**config.mk**
```make
export PLATFORM = sky130hd
export DESIGN_NAME = instr_fetch_unit
export DESIGN_NICKNAME = d
export VERILOG_FILES = /design/src/rtl/instr_fetch_unit.sv
export SDC_FILE = /design/constraint.sdc
export NUM_CORES = 1
export LEC_CHECK = 0
export ABC_AREA = 1
export ABC_CLOCK_PERIOD_IN_PS = 7000
export BUFFER_PORTS_ARGS = -buffer_cell sky130_fd_sc_hd__buf_4
export CORE_MARGIN = 10
export CORE_UTILIZATION = 59
export DETAILED_ROUTE_END_ITERATION = 6
export GPL_ROUTABILITY_DRIVEN = 0
export PLACE_DENSITY = 0.88
export SLEW_MARGIN = 20
export SYNTH_ARGS = -nofsm -noshare
export SYNTH_HDL_FRONTEND = slang
export SYNTH_SLANG_ARGS = --single-unit
export TNS_END_PERCENT = 5
```
**constraint.sdc**
```tcl
create_clock -name clk -period 7 [get_ports clk]
set_input_delay 0.35 -clock clk [delete_from_list [all_inputs] [get_ports clk]]
set_output_delay 0.35 -clock clk [all_outputs]
set_load 0.02 [all_outputs]
```
**src/rtl/instr_fetch_unit.sv**
```systemverilog
// ifu_fifo: first-word-fall-through queue with synchronous flush, head visible while non-empty.
// Latency: a word pushed on an edge is at the head the following cycle.
// Backpressure: none internal; the owner's credit accounting guarantees no push when full.
module ifu_fifo #(
    parameter int WIDTH = 8,
    parameter int DEPTH = 2
) (
    input  logic                       clk,
    input  logic                       rst_n,
    input  logic                       flush,
    input  logic                       push_vld,
    input  logic [WIDTH-1:0]           push_dat,
    input  logic                       pop,
    output logic                       head_vld,
    output logic [WIDTH-1:0]           head_dat,
    output logic [$clog2(DEPTH+1)-1:0] count
);
    localparam int AW = (DEPTH > 1) ? $clog2(DEPTH) : 1;
    localparam logic [AW-1:0] LAST = AW'(DEPTH - 1);

    logic [WIDTH-1:0] mem [DEPTH];
    logic [AW-1:0]    rd_ptr;
    logic [AW-1:0]    wr_ptr;
    logic             do_pop;

    assign head_vld = (count != '0);
    assign head_dat = mem[rd_ptr];
    assign do_pop   = pop && head_vld;

    always_ff @(posedge clk or negedge rst_n) begin
        if (!rst_n) begin
            rd_ptr <= '0;
            wr_ptr <= '0;
            count  <= '0;
            for (int i = 0; i < DEPTH; i++) begin
                mem[i] <= '0;
            end
        end else if (flush) begin
            rd_ptr <= '0;
            wr_ptr <= '0;
            count  <= '0;
        end else begin
            if (push_vld) begin
                mem[wr_ptr] <= push_dat;
                wr_ptr      <= (wr_ptr == LAST) ? '0 : wr_ptr + 1'b1;
            end
            if (do_pop) begin
                rd_ptr <= (rd_ptr == LAST) ? '0 : rd_ptr + 1'b1;
            end
            if (push_vld && !do_pop) begin
                count <= count + 1'b1;
            end else if (!push_vld && do_pop) begin
                count <= count - 1'b1;
            end
        end
    end
endmodule

// instr_fetch_unit: owns the PC, reads a 1-cycle sync ROM, queues words for decode; redirect + halt at PC_LIMIT.
// Latency: request in cycle N -> instr_valid in cycle N+2; 1 instr/cycle while instr_ready is high.
// Backpressure: requests stop once queued + in-flight words would exceed FIFO_DEPTH; head holds while !instr_ready.
// Ports: clk/rst_n; imem_req/imem_addr/imem_rdata to the ROM; redirect_valid/redirect_pc restart fetch;
//        instr_valid/instr/instr_pc/instr_ready downstream handshake; halted when stopped and drained.
module instr_fetch_unit #(
    parameter int PC_WIDTH   = 5,
    parameter int DATA_WIDTH = 32,
    parameter int PC_LIMIT   = 7,
    parameter int FIFO_DEPTH = 2
) (
    input  logic                  clk,
    input  logic                  rst_n,
    output logic                  imem_req,
    output logic [PC_WIDTH-1:0]   imem_addr,
    input  logic [DATA_WIDTH-1:0] imem_rdata,
    input  logic                  redirect_valid,
    input  logic [PC_WIDTH-1:0]   redirect_pc,
    output logic                  instr_valid,
    output logic [DATA_WIDTH-1:0] instr,
    output logic [PC_WIDTH-1:0]   instr_pc,
    input  logic                  instr_ready,
    output logic                  halted
);
    localparam int CW = $clog2(FIFO_DEPTH + 1);
    localparam int SW = CW + 1;
    localparam logic [PC_WIDTH-1:0] LIMIT_PC = PC_WIDTH'(PC_LIMIT);

    typedef enum logic [1:0] {
        IDLE = 2'd0,
        RUN  = 2'd1,
        HALT = 2'd2
    } state_t;

    state_t              state;
    logic [PC_WIDTH-1:0] fetch_pc;
    logic [PC_WIDTH-1:0] tag_pc;
    logic                inflight;
    logic [CW-1:0]       count;
    logic                pop;
    logic                flush;
    logic                push;
    logic                issue;
    logic [SW-1:0]       occupancy;

    assign pop   = instr_valid && instr_ready;
    // IDLE ignores redirect, so only RUN/HALT flush.
    assign flush = redirect_valid && (state != IDLE);
    // The response of a request squashed by redirect is dropped here, never queued.
    assign push  = inflight && !flush;

    // Credits: slots already claimed by queued and in-flight words, minus the one leaving this cycle.
    assign occupancy = SW'(count) + SW'(inflight) - SW'(pop);
    assign issue     = (state == RUN) && !redirect_valid && (occupancy < SW'(FIFO_DEPTH));

    assign imem_req  = issue;
    assign imem_addr = fetch_pc;
    assign halted    = (state == HALT) && (count == '0) && !inflight;

    always_ff @(posedge clk or negedge rst_n) begin
        if (!rst_n) begin
            state    <= IDLE;
            fetch_pc <= '0;
            tag_pc   <= '0;
            inflight <= 1'b0;
        end else begin
            inflight <= issue;
            case (state)
                IDLE: state <= RUN;
                RUN, HALT: begin
                    if (redirect_valid) begin
                        fetch_pc <= redirect_pc;
                        state    <= RUN;
                    end else if (issue) begin
                        tag_pc   <= fetch_pc;
                        fetch_pc <= fetch_pc + 1'b1;
                        if (fetch_pc == LIMIT_PC) begin
                            state <= HALT;
                        end
                    end
                end
                default: state <= IDLE;
            endcase
        end
    end

    ifu_fifo #(
        .WIDTH(PC_WIDTH + DATA_WIDTH),
        .DEPTH(FIFO_DEPTH)
    ) u_queue (
        .clk     (clk),
        .rst_n   (rst_n),
        .flush   (flush),
        .push_vld(push),
        .push_dat({tag_pc, imem_rdata}),
        .pop     (instr_ready),
        .head_vld(instr_valid),
        .head_dat({instr_pc, instr}),
        .count   (count)
    );
endmodule

```
Word-level counts from Yosys, hierarchy flattened
Index checks and enable logic that the tools add are counted.
Storage, ports and cells
  output and inout bits: 45
  flip-flop bits (word level): 91
  input port bits: 41
Operators by class
  add/sub/neg operators: 7
  eq/ne operators: 5
  magnitude comparators: 4
  bitwise operators: 4
  muxes and demuxes: 21
  reduce and logical (&&, ||, !) cells: 28
Operators by type and width (number)
  37-bit two-way mux: 4
  74-bit bitwise mux: 1
  37-bit demux with 1-bit select: 1
  2-bit two-way mux: 6
  1-bit logical AND: 10
  5-bit two-way mux: 2
  2-bit nonzero test: 5
  1-bit two-way mux: 6
  3-bit != test, second input constant: 2
  2-bit AND reduction: 3
  5-bit by 1-bit adder with 5-bit output, second input constant: 1
  5-bit by 3-bit == test with 1-bit output, second input constant: 1
  1-bit zero test: 5
  2-bit greater-or-equal comparator, second input constant: 2
  2-bit zero test: 2
  1-bit inverter with 2-bit output: 2
  2-bit one-hot mux with 2 select lines: 1
  2-bit by 1-bit adder with 3-bit output: 1
  3-bit by 2-bit < comparator with 1-bit output, second input constant: 1
  3-bit AND reduction: 1
  3-bit nonzero test: 1
  3-bit by 1-bit subtractor with 3-bit output: 1
  1-bit adder, second input constant: 2
  2-bit by 1-bit adder with 2-bit output, second input constant: 1
  6 further kinds: 7

Logic depth before layout (Yosys ltp)
Gate-level depths: netlist (run 1).
  depth in word-level cells: 9
  gate-level depth with buffers: 12

Modules after synthesis
Synthesis (run 1) repeated with hierarchy kept, for this count alone.
Second synthesis, totals
  cell total of the unflattened synthesis: 536
  area total of the unflattened synthesis: 4521.8 um2
Modules (own cells, without submodules)
  ifu_fifo: instances 1, cells each 426, sequential area each 1951.9 um2, area each 3658.5 um2
  instr_fetch_unit: instances 1, cells each 110, sequential area each 325.3 um2, area each 863.3 um2

Worst setup path before layout (run 1)
No wires, ideal clock.
  path type: register to output
  from: register u_queue.count[1]
  to: output port imem_req
  stages on the path, launching flop included: 10
  path buffers: 0
  slack: 4.575 ns
  arrival: 2.075 ns
  data required time: 6.650 ns
  cell sequence: dfrtp_1 nor2_1 nor2_1 ha_1 or2_2 fa_1 nand2_1 nor2_1 nand2_1 inv_1
Between the ends
  cells in the longest elaborated chain, start to end: 5
Ends and longest elaborated chain
  start, declared: line 16  | output logic [$clog2(DEPTH+1)-1:0] count
  start signal, assigned: line 51  | count <= count + 1'b1;
  start signal, assigned: line 53  | count <= count - 1'b1;
  parallel branches: the longest is 2 deep, another holds 2-bit by 1-bit adder with 3-bit output
  3-bit by 1-bit subtractor with 3-bit output *: line 111  | assign occupancy = SW'(count) + SW'(inflight) - SW'(pop);
  3-bit by 2-bit < comparator with 1-bit output *: line 112  | assign issue = (state == RUN) && !redirect_valid && (occupancy < SW'(FIFO_DEPTH));
  1-bit logical AND *: line 112
  end, declared: line 72  | output logic imem_req,
Every way passes the cells marked *.

Final worst setup path (run 1)
Same ends and word-level chain as after synthesis.

==> metrics.md, run 1 <==
| Metric | Value |
|---|---|
| Die Ht | 105 um |
| Number of synthesized flops with an enable pin | 0 |
| Post-placement cell count | around 700 |
| Final period utilization | about 43% |
| Post-CTS resize count | 0 |
| Clock period minus worst slack | between 3000 and 4000 ps |
| 1st-iter DRT viols | 178 |
| Post-Route Skew | 9.23 ps |
| First-pass GRT wire length | 16700 um |
| M1 WL | about 4300 um |
| Drt drc | 0 |
| Vias per inst | 4.98 |
| Status | finished clean |
| Synth Warn # | 0 |
| Total power | 2410 uW |
| Final ANT Viol Nets | 0 |
| Crit-path max cell delay | 490 ps |
| Mapped cell area | 4300 um^2 |
| Buffer and inverter count on the worst path | 2 |
| FFs w/ async S/R, synth | 100% |
| Final non-filler cell total | 713 |
| TritonCTS buffer count | 9 |
| Final hold violation count | 0 |
| Core box area | between 7000 and 8000 um^2 |
| Post-synth top area share | 53.0% |
| Crit path DAT | between 2000 and 3000 ps |
| Maximum vdd drop | 227 uV |
| TritonRoute pass-1 iters | 4 |
| Post-Syn Instances | between 500 and 600 |
| Worst Reg2Reg Path Length in Cells | 11 |
| Ant diodes | 0 |
| Clk sink count | between 90 and 100 |
| Grt ovf | 0 |
| Synth top area cells | dfrtp_1, nand2_1, o21ai_0 |
| Area Growth Syn to Fin | 19.3% |
| Die X-Extent | 105 um |
| Highest metal used | met4 |
| Final TNS setup | 0 ps |
| Met2 WL post-DR | 4670 um |
| CTS tree | done |
| Syn Area/Cell | 8.04 um^2 |
| Largest net degree at the start of global routing | 92 |
| CP Capture Type | primary output |
| Initial core utilization | 59.9% |
| Root buffer cell | clkbuf_8 |
| Total wire length | about 9500 um |
| Gr usage total | 17.8% |
| WP data required | 6650 ps |
| Top_reg_cell synth | dfrtp_1 |
| IO buf count | 85 |
| Synth top cells by count | nand2_1, dfrtp_1, inv_1 |
| DR vias | 3549 |
| Most common cell in the synthesized netlist | nand2_1 |
| Fmax achieved | 329 MHz |
| Number of global-route vias before repair | roughly 3600 |
| Io pins | 86 |
| Worst reg2reg startpoint | u_queue.count[1] |
| Leakage power total | ~0.0029 uW |
| Synth cell types | 23 |
| Post-DP HPWL | 6520 um |
| CP top delay family | simple AND/OR/NAND/NOR gates |
| Critical path's slowest cell | fa_1 |
| Mapped Nets | 583 |
| Worst-Margin Slew | 859 ps |
| Slew HR | 42.7% |
| Register bit count reported by yosys | 91 |
| CP max FO | 6 |
| Number of cell rows | 31 |
| Worst Setup Path Type | flip-flop to primary output |
| Die area | between 10000 and 15000 um^2 |
| Crit path cell chain | nor2_1 -> nor2_1 -> ha_1 -> or2_2 -> fa_1 -> nand2_1 -> nor2_1 -> nand2_1 -> inv_1 -> buf_4 |
| # Max-Cap Violations | 0 |
| Stages on worst setup path | 10 |
| FILL cells | 560 |
| Clock Path Buffers | 2 |
| Worst Setup Start Kind | flip-flop |
| R2R setup slack | 4170 ps |
| FF-to-FF End | tag_pc[0] |
| Wire length per cell | 13.4 um |
| Worst-skew pair later-pin latency | 350 ps |
| Final setup vio count | 0 |
| Hold Crit Class | input port to async pin |
| Clock-pin transition on the worst setup and hold timing paths | 90 ps |
| Layout cells sized above 1 | 21.7% |
| RSZ-0062 raised after global routing | false |
| H-tree levels | 3 |
| Power Dens Cells | 470 nW/um^2 |
| Leading area contributor after synthesis | dfrtp_1 |
| Post-synthesis sequential area ratio | roughly 53% |
| Initial antenna violation count | 0 |
| Met3 WL | 476 um |
| CTS Hold Bufs | 0 |
| Post-CTS setup buffers | 0 |
| Final net count | about 660 |
| Cell mode on critical path | nor2_1 |
| Max-slew violations | 0 |
power by group:
group          total (uW)  switching, uW  internal (uW)
sequential            895            139            755
combinational        1190            731            462
clock                 323            190            133
total                2410           1060           1350
area by class of cell:
type | count | area, um^2 | share of cell area [%]
flip-flops and latches | 91 | 2280 | 44.4
multi-input cells | 363 | 1670 | 32.6
repair buffers | 89 | 672 | 13.1
inverters | 55 | 206 | 4.03
clock buffers | 10 | 128 | 2.49
well taps | 99 | 124 | 2.42
clock inverters | 6 | 51.3 | 1.00
worst reg2reg max path, delay by kind of cell (launching register included):
kind / cells / cell delay, ps
flip-flops: 1 / 480
buffers and inverters: 1 / 240
AND/OR/NAND/NOR: 7 / 1200
adder cells (fa/ha/maj): 2 / 750
AO/OA/AOI/OAI: 1 / 80
layout by cell type (no fill, tap or decap):
cell type,instances
nand2_1,237
dfrtp_1,91
buf_4,88
inv_1,52
o21ai_0,45
o21ai_2,20
o21ai_1,18
nand3_1,18
clkbuf_8,9
nor2_1,7
ha_1,6
clkinv_4,4
inv_2,3
or2_2,3
a21oi_1,2
nand2_2,2
xnor2_1,1
a21oi_4,1
nor3_1,1
nand4_1,1
fa_1,1
clkinvlp_4,1
inv_6,1
clkbuf_1,1
buf_6,1
stage by stage:
stage	instance area, um^2	setup slack [ps]	utilization [%]	hold WS [ps]
after detailed placement	4940	4190	68.9	469
after floorplan	4300	4570	-	54.4
after global routing	5130	3740	71.5	101
after CTS	5120	3920	71.4	231
after global placement	4940	4330	68.9	464
final	5130	3960	71.5	40.3
layer usage:
layer / track usage (%) / vias to the layer above
met3: 4.32 / 9
met2: 29.5 / 80
met5: 0 / -
met1: 22.5 / 1663
met4: 5.49 / 0
li1: - / 1797
state kept, by name, summed over array words and instances, names as in the netlist:
signal          cells
u_queue.wr_ptr      1
u_queue.rd_ptr      1
u_queue.mem        74
state               2
inflight            1
imem_addr           5
tag_pc              5
u_queue.count       2
worst max path at each step:
stage                     startpoint   endpoint  slack (ps)
finish              u_queue.count[1]   imem_req        3960
global route        u_queue.count[1]   imem_req        3740
CTS                 u_queue.count[1]   imem_req        3920
detailed placement  u_queue.count[1]  tag_pc[2]        4190
global placement    u_queue.count[1]  tag_pc[0]        4330
floorplan           u_queue.count[1]   imem_req        4570
cell families (layout without fill, tap and decap cells):
logic type	count (synthesis)	count (layout)	share of synthesized area (%)
fa+ha+maj	7	7	2.21
buf+inv	81	160	8.27
compound gates	86	86	12.0
simple gates	269	269	24.3
flops	91	91	53.0
xor+xnor	1	1	0.204
No activity file was read; power rests on OpenSTA's default activity.
==> run 2, diff against run 1 <==
--- a/config.mk
+++ b/config.mk
@@ -6,13 +6,13 @@
 export NUM_CORES = 1
 export LEC_CHECK = 0
 export ABC_AREA = 1
-export ABC_CLOCK_PERIOD_IN_PS = 7000
+export ABC_CLOCK_PERIOD_IN_PS = 2850
 export BUFFER_PORTS_ARGS = -buffer_cell sky130_fd_sc_hd__buf_4
 export CORE_MARGIN = 10
-export CORE_UTILIZATION = 59
+export CORE_UTILIZATION = 55
 export DETAILED_ROUTE_END_ITERATION = 6
 export GPL_ROUTABILITY_DRIVEN = 0
-export PLACE_DENSITY = 0.88
+export PLACE_DENSITY = 0.83
 export SLEW_MARGIN = 20
 export SYNTH_ARGS = -nofsm -noshare
 export SYNTH_HDL_FRONTEND = slang
==> constraint.sdc (replaced) <==
create_clock -name clk -period 2.85 [get_ports clk]
set_input_delay 0.1425 -clock clk [delete_from_list [all_inputs] [get_ports clk]]
set_output_delay 0.1425 -clock clk [all_outputs]
set_load 0.02 [all_outputs]
==> run 2 against run 1 <==
  * Global-route usage down 1.0 points
  * Routed wire length is 0.20% lower
  * Clock-buffer cell count decreased by 1
  * Sequential cell count is the same
==> metrics.md, run 2 (synthesized netlist as in run 1, its figures left out) <==
| Metric | Value |
|---|---|
| Most common cell after layout, fill and taps aside | nand2_1 (unchanged) |
| Final setup vio count | 0 (unchanged) |
| Number of cell rows | 32 (was 31) |
| Grt ovf | 0 (unchanged) |
| Worst Hold Depth | 3 |
| First-pass GRT wire length | 16200 um (was 16700 um) |
| Total wire length | 9530 um (was 9540 um) |
| Final WS setup | 187 ps (was 3960 ps) |
| Met2 WL post-DR | 4580 um (was 4670 um) |
| Die X-Extent | 108 um (was 105 um) |
| DR vias | 3594 (was 3549) |
| Number of global-route vias before repair | 3516 (was 3603) |
| Io pins | 86 (unchanged) |
| Most flop-heavy register | u_queue.mem (unchanged) |
| Crit path DAT | 2520 ps (was 2690 ps) |
| Post-Route Skew | 14.9 ps (was 9.23 ps) |
| Worst-skew pair later-pin latency | 360 ps (was 350 ps) |
| IO buf count | 85 (unchanged) |
| Max-slew violations | 0 (unchanged) |
| Pre-CTS setup slack | 81.4 ps (was 4190 ps) |
| Total power | 5960 uW (was 2410 uW) |
| Final non-filler cell total | 720 (was 713) |
| Worst Reg2Reg Path Length in Cells | 11 (unchanged) |
| Initial antenna violation count | 0 (unchanged) |
| Final TNS setup | 0 ps (unchanged) |
| Clock Path Buffers | 2 (unchanged) |
| CTS tree | done (unchanged) |
| Die Ht | 108 um (was 105 um) |
| Status | finished clean (unchanged) |
| Flip-flop count of the largest register after layout | 74 (unchanged) |
| Final hold violation count | 0 (unchanged) |
| Area Growth Syn to Fin | 20.5% (was 19.3%) |
| Worst Setup Path Type | flip-flop to primary output (unchanged) |
| Slew HR | 46.2% (was 42.7%) |
| Post-DP HPWL | 6450 um (was 6520 um) |
| 1st-iter DRT viols | 192 (was 178) |
| Clk sink count | 91 (unchanged) |
| CP max FO | 4 (was 6) |
| Drt drc | 0 (unchanged) |
| Worst-Margin Slew | 806 ps (was 859 ps) |
| CP Capture Type | primary output (unchanged) |
| Maximum vdd drop | 516 uV (was 227 uV) |
| Post-placement cell count | 703 (was 697) |
| Clock period minus worst slack | approximately 2700 ps |
| Gr usage total | 16.8% (was 17.8%) |
| Met3 WL | 616 um (was 476 um) |
| Worst Setup Start Kind | flip-flop (unchanged) |
| Power Dens Cells | 1150 nW/um^2 (was 470 nW/um^2) |
| TritonCTS buffer count | 9 (unchanged) |
| WP data required | 2710 ps (was 6650 ps) |
| M1 WL | 4260 um (was 4290 um) |
| Final period utilization | 93.4% |
| Commonest non-fill, non-tap cells in the layout | nand2_1, dfrtp_1, buf_4 (unchanged) |
| TritonRoute pass-1 iters | 5 (was 4) |
| Core box area | 7650 um^2 (was 7180 um^2) |
| Wire length per cell | 13.2 um (was 13.4 um) |
| Ant diodes | 0 (unchanged) |
| RSZ-0062 raised after global routing | false (unchanged) |
| Leakage power total | 0.00287 uW (was 0.00285 uW) |
| Final net count | 661 (was 657) |
| Largest net degree at the start of global routing | 92 (unchanged) |
| Hold Crit Class | input port to flip-flop (was input port to async pin) |
| Layout cells sized above 1 | 22.8% (was 21.7%) |
| # Max-Cap Violations | 0 (unchanged) |
| Fmax achieved | 376 MHz |
| Final ANT Viol Nets | 0 (unchanged) |
| Root buffer cell | clkbuf_8 (unchanged) |
| Die area | 11800 um^2 (was 11100 um^2) |
| Vias per inst | 4.99 (was 4.98) |
| Initial core utilization | 56.2% (was 59.9%) |
| Clock-pin transition on the worst setup and hold timing paths | 100 ps (was 90 ps) |
| Highest metal used | met4 (unchanged) |
| H-tree levels | 3 (unchanged) |
==> run 2: changes by cell type in the layout (fill, tap and decap cells not counted), sizes merged <==
cell and change:
clkbuf -1, dlygate4sd3 +1, buf +3, inv +1
clkinv -2, clkinvlp +2
==> run 2: per-stage QoR <==
step                      util [%]  cell area (um^2)  hold slack [ps]
after detailed placement      65.0              4970              413
after global routing          67.8              5180             32.1
after global placement        65.0              4970              408
after floorplan                  -              4300             -153
after CTS                     67.3              5140             30.3
final                         67.8              5180             43.0
==> run 2: where the power goes <==
part / total [uW] / internal (uW) / switching [uW]
sequential: 2170 / 1850 / 320
clock: 782 / 320 / 462
combinational: 3000 / 1170 / 1830
total: 5960 / 3340 / 2620
==> run 2: worst paths after layout <==
kind	start	to	slack [ps]
max in group asynchronous	rst_n	u_queue.mem[40]	1880
min in group asynchronous	rst_n	u_queue.mem[28]	410
max	u_queue.count[0]	imem_req	190
min	imem_rdata[15]	u_queue.mem[52]	40
min reg2reg	u_queue.mem[72]	u_queue.mem[72]	490
max reg2reg	u_queue.count[0]	tag_pc[0]	300
==> run 2: area by class of cell <==
class,count,area (um^2)
clock buffers,9,124
clock inverters,7,50.0
fillers,638,2470
inverters,55,206
multi-input cells,363,1690
flip-flops and latches,91,2280
well taps,102,128
repair buffers,93,704
==> run 2: timing repair <==
action,4_1_cts,5_1_grt
endpoints found under the setup margin,0,10
buffers inserted,0,0
hold buffers,0,1
resized for setup,0,5
hold endpoints to repair,0,91
==> run 2: worst max-delay path: stages, from the launching register on <==
cell and delay [ps]:
dfrtp_1 420, nor2_2 120, nor2_1 80, ha_1 270, or2_2 310, fa_1 490, nand2_1 90, nor2_4 120
nand2_1 60, inv_1 80, buf_4 140
==> run 2: layer usage <==
metal / vias up / GRT usage (%)
met5: - / 0
met4: 0 / 5.18
met3: 8 / 4.28
met2: 99 / 27.5
met1: 1680 / 21.3
li1: 1807 / -
==> run 3, diff against run 2 <==
--- a/config.mk
+++ b/config.mk
@@ -8,11 +8,13 @@
 export ABC_AREA = 1
 export ABC_CLOCK_PERIOD_IN_PS = 2850
 export BUFFER_PORTS_ARGS = -buffer_cell sky130_fd_sc_hd__buf_4
+export CELL_PAD_IN_SITES_DETAIL_PLACEMENT = 0
+export CELL_PAD_IN_SITES_GLOBAL_PLACEMENT = 1
 export CORE_MARGIN = 10
-export CORE_UTILIZATION = 55
+export CORE_UTILIZATION = 40
 export DETAILED_ROUTE_END_ITERATION = 6
 export GPL_ROUTABILITY_DRIVEN = 0
-export PLACE_DENSITY = 0.83
+export PLACE_DENSITY = 0.82
 export SLEW_MARGIN = 20
 export SYNTH_ARGS = -nofsm -noshare
 export SYNTH_HDL_FRONTEND = slang
==> run 3 against run 2 <==
  * Global-route usage decreased by 3.3 points
  * Setup slack improved by 21 ps
  * Non-clock buffer count increased by 1
  * Sequential share of layout area decreased by 0.93 points
  * Routed wire length increased by 2.6%
  * Largest cell class unchanged
  * Largest power group unchanged
==> metrics.md, run 3 (synthesized netlist as in run 1, its figures left out) <==
| Metric | Value |
|---|---|
| Status | finished clean (unchanged) |
| Flip-flop count of the largest register after layout | 74 (unchanged) |
| CP startpoint | u_queue.count[0] (unchanged) |
| Die X-Extent | 124 um (was 108 um) |
| Core box area | 10400 um^2 (was 7650 um^2) |
| Max-slew violations | 0 (unchanged) |
| Pre-CTS setup slack | 176 ps (was 81.4 ps) |
| Wire length per cell | 13.0 um (was 13.2 um) |
| Commonest non-fill, non-tap cells in the layout | nand2_1, dfrtp_1, buf_4 (unchanged) |
| Leakage power total | 0.00292 uW (was 0.00287 uW) |
| Final ANT Viol Nets | 0 (unchanged) |
| Combinational Power Share | 48.4% (was 50.4%) |
| 1st-iter DRT viols | 280 (was 192) |
| Drt drc | 0 (unchanged) |
| TritonCTS buffer count | 9 (unchanged) |
| Largest net degree at the start of global routing | 61 (was 92) |
| Worst-skew pair later-pin latency | 350 ps (was 360 ps) |
| Crit path DAT | 2500 ps (was 2520 ps) |
| First-pass GRT wire length | 16700 um (was 16200 um) |
| Final setup vio count | 0 (unchanged) |
| FILL cells | 1025 (was 638) |
| Power Dens Cells | 1160 nW/um^2 (was 1150 nW/um^2) |
| Layout cells sized above 1 | 22.5% (was 22.8%) |
| Hold Crit Class | input port to flip-flop (unchanged) |
| # Max-Cap Violations | 0 (unchanged) |
| Seq pwr share | 35.4% (was 36.5%) |
| Clock period minus worst slack | 2640 ps (was 2660 ps) |
| H-tree levels | 3 (unchanged) |
| Number of global-route vias before repair | 3572 (was 3516) |
| FF-to-FF End | tag_pc[2] (was tag_pc[0]) |
| CP Capture Type | primary output (unchanged) |
| Post-CTS setup buffers | 0 (unchanged) |
| Final WS setup | 209 ps (was 187 ps) |
| TritonRoute pass-1 iters | 4 (was 5) |
| Fmax achieved | 379 MHz (was 376 MHz) |
| Final net count | 662 (was 661) |
| Final hold violation count | 0 (unchanged) |
| Worst Setup Path Type | flip-flop to primary output (unchanged) |
| Total wire length | 9770 um (was 9530 um) |
| Internal | 3590 uW (was 3340 uW) |
| IO buf count | 85 (unchanged) |
| CTS tree | done (unchanged) |
| Worst-Margin Slew | 782 ps (was 806 ps) |
| Ant diodes | 0 (unchanged) |
| Vias per inst | 4.68 (was 4.99) |
| Die Ht | 124 um (was 108 um) |
| Clock power frac | 16.2% (was 13.1%) |
| Final TNS setup | 0 ps (unchanged) |
| WP data required | 2710 ps (about the same) |
| Initial core utilization | 41.3% (was 56.2%) |
| Root buffer cell | clkbuf_8 (unchanged) |
| CP max FO | 4 (unchanged) |
| Post-Route Skew | 12.9 ps (was 14.9 ps) |
| Most flop-heavy register | u_queue.mem (unchanged) |
| Clk sink count | 91 (unchanged) |
| Worst Setup Start Kind | flip-flop (unchanged) |
| DR vias | 3527 (was 3594) |
| Final period utilization | 92.7% (was 93.4%) |
| Gr usage total | 13.4% (was 16.8%) |
| Number of cell rows | 37 (was 32) |
| Area Growth Syn to Fin | 23.1% (was 20.5%) |
| Clock Path Buffers | 2 (unchanged) |
| Worst Hold Depth | 3 (unchanged) |
| Post-DP HPWL | 6780 um (was 6450 um) |
| Grt ovf | 0 (unchanged) |
| Slew HR | 47.8% (was 46.2%) |
| Most common cell after layout, fill and taps aside | nand2_1 (unchanged) |
| R2R setup slack | 340 ps (was 300 ps) |
| Die area | 15300 um^2 (was 11800 um^2) |
| Fin util | 50.8% (was 67.8%) |
| Worst setup endpoint | imem_req (unchanged) |
| NetSw | 2560 uW (was 2620 uW) |
| Worst Reg2Reg Path Length in Cells | 10 (was 11) |
| Sw frac | 41.6% (was 43.9%) |
| Clock-pin transition on the worst setup and hold timing paths | 90 ps (was 100 ps) |
| Worst reg2reg startpoint | u_queue.count[0] (unchanged) |
| Maximum vdd drop | 473 uV (was 516 uV) |
| Io pins | 86 (unchanged) |
| Initial antenna violation count | 0 (unchanged) |
-- run 3: cell count changes in the layout (fill, tap and decap cells not counted), sizes merged --
cell and delta:
bufinv +3, clkinvlp -3, inv -2, buf +1
-- run 3: worst min-delay path by stage --
stage | start | endpoint | slack (ps)
final | imem_rdata[25] | u_queue.mem[25] | 50
after global routing | imem_rdata[16] | u_queue.mem[53] | 40
after CTS | imem_rdata[25] | u_queue.mem[25] | 30
after detailed placement | rst_n | u_queue.mem[25] | 260
after global placement | rst_n | u_queue.mem[25] | 250
after floorplan | rst_n | imem_addr[0] | -150
-- run 3: cell type report --
type	count	area (um^2)	area share [%]
Clock buffer	9	124	2.34
Clock inverter	5	104	1.96
Inverter	55	206	3.90
Multi-Input combinational cell	363	1680	31.7
Sequential cell	91	2280	43.0
Tap cell	136	170	3.21
Timing Repair Buffer	94	733	13.9
-- run 3: power by group through the flow --
stage               combinational, uW  clock [uW]  sequential [uW]
floorplan                        1930           0             2160
global placement                 2980           0             2170
detailed placement               3030           0             2190
CTS                              3030        1030             2170
global route                     3370        1090             2250
finish                           2980         994             2180
-- run 3: stage by stage --
step                      total power [uW]  instance area, um^2  cells  hold WS (ps)
after floorplan                       4090                 4300    535          -153
after global placement                5150                 5050    738           247
after detailed placement              5220                 5050    738           259
after CTS                             6240                 5280    753          30.2
after global routing                  6710                 5290    753          35.1
final                                 6150                 5290    753          51.2
-- run 3: metal layers --
metal | part of all wire (%) | vias to the layer above | routed length, um | global-route usage [%]
met5 | 0 | - | 0 | 0
met4 | 1.4 | 0 | 135 | 4.80
met3 | 6.7 | 11 | 650 | 3.26
met2 | 44 | 84 | 4330 | 21.1
met1 | 48 | 1630 | 4660 | 17.7
li1 | - | 1802 | - | -
-- run 3: what timing repair did --
item                                    CTS  global route
endpoints found under the hold margin    58             0
endpoints found under the setup margin    0             7
gates resized for setup                   0             3
hold buffers                              1             0
-- run 3: worst max-delay path, cell delays in order, from the launching register on --
cell and delay [ps]:
dfrtp_1 400, nor2_2 60, nor2_1 170, ha_1 260, or2_2 300, fa_1 480
nand2_1 60, nor2_2 140, nand2_1 80, inv_1 80, buf_4 140
